`src/rtl/right_shifter_seq.sv`:
```
// Sequential 32-bit right shifter: five barrel stages (16,8,4,2,1) applied one
// per clock, logical or arithmetic fill, fixed latency regardless of distance.
module right_shifter_seq (
   input  logic        clock,
   input  logic        reset,
   input  logic        start,
   input  logic [31:0] data_in,
   input  logic [4:0]  shift_amount,
   input  logic        arithmetic,
   output logic [31:0] data_result,
   output logic        busy,
   output logic        result_ready
);

   // state | meaning
   // IDLE  | waiting for start; operands captured on the accepting edge
   // SHIFT | one barrel stage per edge, 16 down to 1
   // DONE  | result_ready pulse; returns to IDLE on the next edge
   typedef enum logic [1:0] {IDLE, SHIFT, DONE} state_t;

   state_t      state;
   logic [31:0] work;
   logic [4:0]  amt_q;
   logic        arith_q;
   logic        sign_q;
   logic [2:0]  stage_cnt;

   logic [4:0]  stage_dist;
   logic        stage_en;
   logic [31:0] fill_mask;
   logic [31:0] work_next;

   // stage_dist is one-hot and lines up with the shift_amount bit it serves
   always_comb begin
      stage_dist = 5'b10000 >> stage_cnt;
      stage_en   = |(amt_q & stage_dist);
      fill_mask  = ~(32'hFFFF_FFFF >> stage_dist);
      work_next  = work;
      if (stage_en)
         work_next = (work >> stage_dist) | (fill_mask & {32{arith_q & sign_q}});
   end

   always_ff @(posedge clock or posedge reset) begin
      if (reset) begin
         state        <= IDLE;
         work         <= '0;
         amt_q        <= '0;
         arith_q      <= 1'b0;
         sign_q       <= 1'b0;
         stage_cnt    <= '0;
         data_result  <= '0;
         busy         <= 1'b0;
         result_ready <= 1'b0;
      end else begin
         case (state)
            IDLE: begin
               if (start) begin
                  work      <= data_in;
                  amt_q     <= shift_amount;
                  arith_q   <= arithmetic;
                  sign_q    <= data_in[31];
                  stage_cnt <= '0;
                  busy      <= 1'b1;
                  state     <= SHIFT;
               end
            end
            SHIFT: begin
               work      <= work_next;
               stage_cnt <= stage_cnt + 3'd1;
               if (stage_cnt == 3'd4) begin
                  data_result  <= work_next;
                  result_ready <= 1'b1;
                  state        <= DONE;
               end
            end
            DONE: begin
               result_ready <= 1'b0;
               busy         <= 1'b0;
               state        <= IDLE;
            end
            default: state <= IDLE;
         endcase
      end
   end

endmodule

```
`config.mk`:
```
export PLATFORM = sky130hd
export DESIGN_NAME = right_shifter_seq
export DESIGN_NICKNAME = d
export VERILOG_FILES = /design/src/rtl/right_shifter_seq.sv
export SDC_FILE = /design/constraint.sdc
export NUM_CORES = 1
export LEC_CHECK = 0
export CAP_MARGIN = 0
export CORE_MARGIN = 1
export CORE_UTILIZATION = 58
export CTS_BUF_LIST = sky130_fd_sc_hd__clkbuf_2 sky130_fd_sc_hd__clkbuf_4 sky130_fd_sc_hd__clkbuf_8
export DETAILED_ROUTE_END_ITERATION = 16
export PLACE_DENSITY = 0.83
export SYNTH_ARGS = -nofsm -noshare
export SYNTH_HDL_FRONTEND = slang
export SYNTH_SLANG_ARGS = --single-unit
```
`constraint.sdc`:
```
create_clock -name clock -period 3.7 [get_ports clock]
set_clock_uncertainty 0.05 [all_clocks]
set_input_delay 0.74 -clock clock [delete_from_list [all_inputs] [get_ports clock]]
set_output_delay 0.74 -clock clock [all_outputs]
set_load 0.03 [all_outputs]
```
Word level (Yosys, flattened, before mapping)
Cells that the tools add are included.

word-level totals
  input bits = 41
  logic and storage cells = 46
  register bits after elaboration = 78

operators by class
  reductions and logical operators = 11
  $add $sub $neg = 1
  bitwise gates (word level) = 5
  equal/unequal tests = 5
  shifts and indexed selects = 3
  multiplexer cells = 12

operator list
  operator                                                               count
  32-bit 2-to-1 mux                                                      2
  32-bit case mux with 2 select lines                                    1
  32-bit bitwise AND                                                     1
  32-bit NOT                                                             1
  32-bit bitwise OR                                                      1
  32-bit by 5-bit right shift with 32-bit output                         1
  32-bit by 5-bit right shift with 32-bit output (first input constant)  1
  2-bit AND reduction                                                    6
  3-bit case mux with 2 select lines                                     1
  2-bit nonzero test                                                     3
  5-bit bitwise AND                                                      1
  5-bit OR reduction                                                     1
  5-bit by 3-bit right shift with 5-bit output (first input constant)    1
  2-bit 2-to-1 mux                                                       2
  2-bit != test (second input constant)                                  2
  1-bit case mux with 2 select lines                                     2
  2-bit case mux with 2 select lines                                     1
  3-bit by 1-bit adder with 3-bit output (second input constant)         1
  3-bit == test (second input constant)                                  1
  3-bit 2-to-1 mux                                                       1
  2-bit by 1-bit == test with 1-bit output (second input constant)       1
  2-bit == test (second input constant)                                  1
  2-bit zero test                                                        1
  1-bit 2-to-1 mux                                                       2
  1-bit bitwise AND                                                      1

Logic depth before layout (Yosys ltp)
Gate-level depths: netlist of the first run.

  depth in word-level cells = 7
  mapped depth = 13
  mapped depth without buffers = 8

Worst setup path after synthesis of the first run
OpenSTA, ideal clock, no wires.

  path kind = reg-to-reg
  from = reg stage_cnt[2]
  to = reg work[14]
  data required time = 3,523 ps
  slack = 996 ps
  path buffers = 5
  stages on the path, launching flop included = 12
  library setup time = 127 ps
  arrival time = 2,527 ps
  clock period less this slack = 2,704 ps
  path through = dfrtp_1 -> buf_2 -> buf_2 -> clkinv_1 -> ha_1 -> buf_2 -> buf_2 -> clkbuf_1 -> o311ai_0 -> o211ai_1 -> a222oi_1 -> inv_1

on the way
  longest elaborated chain between the ends = 7
  elaborated cells on any way between the ends = 10

RTL lines
  what                                            RTL line  text
  from (decl)                                     26        logic [2:0] stage_cnt;
  from (signal assigned)                          69        stage_cnt <= stage_cnt + 3'd1;
  5-bit by 3-bit right shift with 5-bit output *  35        stage_dist = 5'b10000 >> stage_cnt;
  32-bit by 5-bit right shift with 32-bit output  37        fill_mask = ~(32'hFFFF_FFFF >> stage_dist);
  32-bit NOT                                      37
  32-bit bitwise AND                              40        work_next = (work >> stage_dist) | (fill_mask & {32{arith_q & sign_q}});
  32-bit bitwise OR                               40
  32-bit 2-to-1 mux *                             39        if (stage_en)
  32-bit case mux with 2 select lines *           55        case (state)
  to (signal assigned)                            58        work <= data_in;
  to (signal assigned)                            68        work <= work_next;
  to (decl)                                       22        logic [31:0] work;

Every way passes the cells marked *; elsewhere a longest branch is shown, timed or not.
A chain may end at the register's enable or synchronous reset.

Worst setup path after layout of the first run
  from = reg stage_cnt[0]
  to = reg work[14]

The elaborated chain is that of the path after synthesis.

==> impl_metrics.ini, run 1 <==
[place]
port_buffers = 74
dpl_worst_slack_ns = 0.6411
hpwlAfterDp_mm = 16.56
gp_congestion = 1.098

[cts]
cts_buffers = 9
cts_max_level = 3
hold_buffers = 0
clkLatencyLatePin_ns = 0.36
cts_num_sinks = 78
cts-root-buf = clkbuf_8
cts_tree = yes
post_cts_resized = 0
path_clk_slew_ns = 0.09
cts_buffer_depth = 2
cts_setup_buffers = 0

[finish]
multi_input_area_um2 = 3563
fin_nets = 814
n_antenna_cell = 0
syn_to_final_growth_pct = 18.36
final_cell_mix = nand2_1 (96), dfrtp_1 (78), o21ai_0 (74), clkdlybuf4s50_1 (74), a21oi_1 (53)
nFillCells = 768
layout_commonest_cell = nand2_1
seqCellArea_um2 = 1952
layout-drive-gt1-share_pct = 10.36

[synth]
ys.flop_type = dfrtp_1
synth-seq-cells = 78
yosysTopAreaCell = dfrtp_1
yosysWarningCount = 0
synth_top_area_share_pct = 33.35
yosys-top-cells-area = dfrtp_1 (33%), o21ai_0 (6.3%), mux2i_1 (6.2%)
synth-seq-area-share_pct = 33.35
syn_area_um2 = 5853
ys_types = 61
synth-edff-count = 0
synth_area_per_cell_um2 = 8.152
async_reset_ff_share_pct = 100.0
syn_inst = 718
synth_fp_nets = 765

[routing]
first_pass_iters = 7
drtAntennaViolNets = 0
drc_errors = 0
drt_iter0_markers = 864
viasPerCell = 7.305
vias = 6611
wl_per_cell_um = 25.53
drt-total-wl_mm = 23.11

[critical_path]
crit_family = compound AO/OA/AOI/OAI gates
slowest_stage = o311ai_0
crit_path_end_kind = register
crit_path_frequent_cell = inv_1
path_class = register to register
start_kind = register
cp_num_buf_inv = 3
crit_chain = inv_1 -> ha_1 -> and2_1 -> buf_4 -> o21ai_0 -> o311ai_0 -> o211ai_1 -> a222oi_1 -> inv_1
critPathMaxFanout = 10
critPathArrivalTime_ns = 3.44
crit_required_ns = 3.89
slowest_delay_ns = 0.58

[die]
core.rowCount = 36
start_util_pct = 59.88
dieArea_um2 = 10500
design.portCount = 75
die_h_um = 102.5
die_w_um = 102.5
core_area_um2 = 9774

[grt]
antenna_found_initial = 0
grt_pass1_vias = 6413
gr-total-overflow = 0
grtUsageTotal_pct = 45.75
grt_pass1_wl_mm = 35.45
grt_max_degree = 44

[sta]
drv_slew = 0
layout_min_cycle_time_ns = 3.252
min_period_over_period_pct = 87.89
rsz0062_at_grt = false
hold_viol_final = 0
relSlewSlack_pct = 47.99
setup_slack_ns = 0.4479
tns_ns = 0
fmax_ghz = 0.3075
tightest_slew_ns = 0.7585
setup_viol = 0

[status]
status = finished, final reports clean

[job]
max-cap-violations = 0

[hold_path]
hold_path.class = register to register
==> flip-flops by register name, summed over array words and instances (netlist names) <==
signal,count
data_result,32
work,32
amt_q,5
stage_cnt,3
state,2
arith_q,1
busy,1
result_ready,1
sign_q,1
==> Yosys cell counts, drive strengths merged, types with 8 or more instances <==
cell type  count
a211oi        13
nand2b         8
a21oi         53
nand3         15
a31oi         11
o21ai         80
and3          12
o211ai        13
mux2i         36
o22ai          9
nand2         96
o221ai        13
nor2b         10
clkbuf        48
mux2          13
nor2          52
inv           12
buf           20
nor3          12
dfrtp         78
mux4           8
==> path summary, 6_finish.rpt <==
path	start	endpoint	slack [ns]	depth (start not counted)
min in group asynchronous	reset	data_result[31]$_DFFE_PP0P_	0.72	2
max	stage_cnt[0]$_DFFE_PP0P_	work[14]$_DFFE_PP0P_	0.45	9
min	data_result[13]$_DFFE_PP0P_	data_result[13]$_DFFE_PP0P_	0.43	2
max in group asynchronous	reset	work[16]$_DFFE_PP0P_	2.07	3
min reg2reg	data_result[13]$_DFFE_PP0P_	data_result[13]$_DFFE_PP0P_	0.43	2
max reg2reg	stage_cnt[0]$_DFFE_PP0P_	work[14]$_DFFE_PP0P_	0.45	9
==> stage by stage <==
stage               instances  cell area (um^2)  hold slack, ns  utilization, %
detailed placement        889              6725          0.4132           68.80
CTS                       905              6928          0.4396           70.88
finish                    905              6928          0.4333           70.88
global route              905              6928          0.4650           70.88
floorplan                 718              5853          0.3953               -
global placement          889              6725          0.4038           68.80
==> layer usage <==
metal,vias to the layer above,wire length (um),part of all wire (%),GRT usage [%]
met4,0,1785,7.7,30.44
met5,-,0,0,0
met2,637,10320,45,69.59
li1,2767,-,-,-
met1,3031,8178,35,55.69
met3,176,2829,12,14.43
==> area by class of cell <==
cell class                      count  share of cell area, %
Tap cell                          133                  2.402
Clock buffer                        9                  1.788
Multi-Input combinational cell    559                  51.44
Sequential cell                    78                  28.17
Clock inverter                      7                  1.138
Inverter                           13                 0.7224
Timing Repair Buffer              106                  14.34
==> worst reg2reg max path, delay by kind of cell (launching register included) <==
kind,cells,cell delay [ns]
and+or+nand+nor,1,0.38
adders and majority gates,1,0.18
DFF,1,0.44
buffers and inverters,3,0.51
AOI/OAI and AO/OA,4,1.58
==> cells by family after synthesis <==
kind of cell	share of synthesized area, %
AO/OA/AOI/OAI	28.94
flip-flops	33.35
AND/OR/NAND/NOR	18.81
buffers and inverters	5.878
adder cells (fa/ha/maj)	1.283
multiplexers	11.74
Power of run 1 is not shown: default switching activity piles up to over one toggle a cycle in this logic, so the estimate is an artifact.
==> run 2: changes to the inputs <==
Settings changed: CTS_CLUSTER_DIAMETER from default to 50.
==> results of run 2 <==
Final layout, timing and power as in run 1 (identical DEF).
Power of run 2 is left out for the same reason.
==> run 3: changes to the inputs <==
Settings changed: CAP_MARGIN 0 to default, CORE_MARGIN 1 to default.
==> results of run 3 <==
Final layout, timing and power as in run 1 (identical DEF).
Power of run 3 is left out for the same reason.
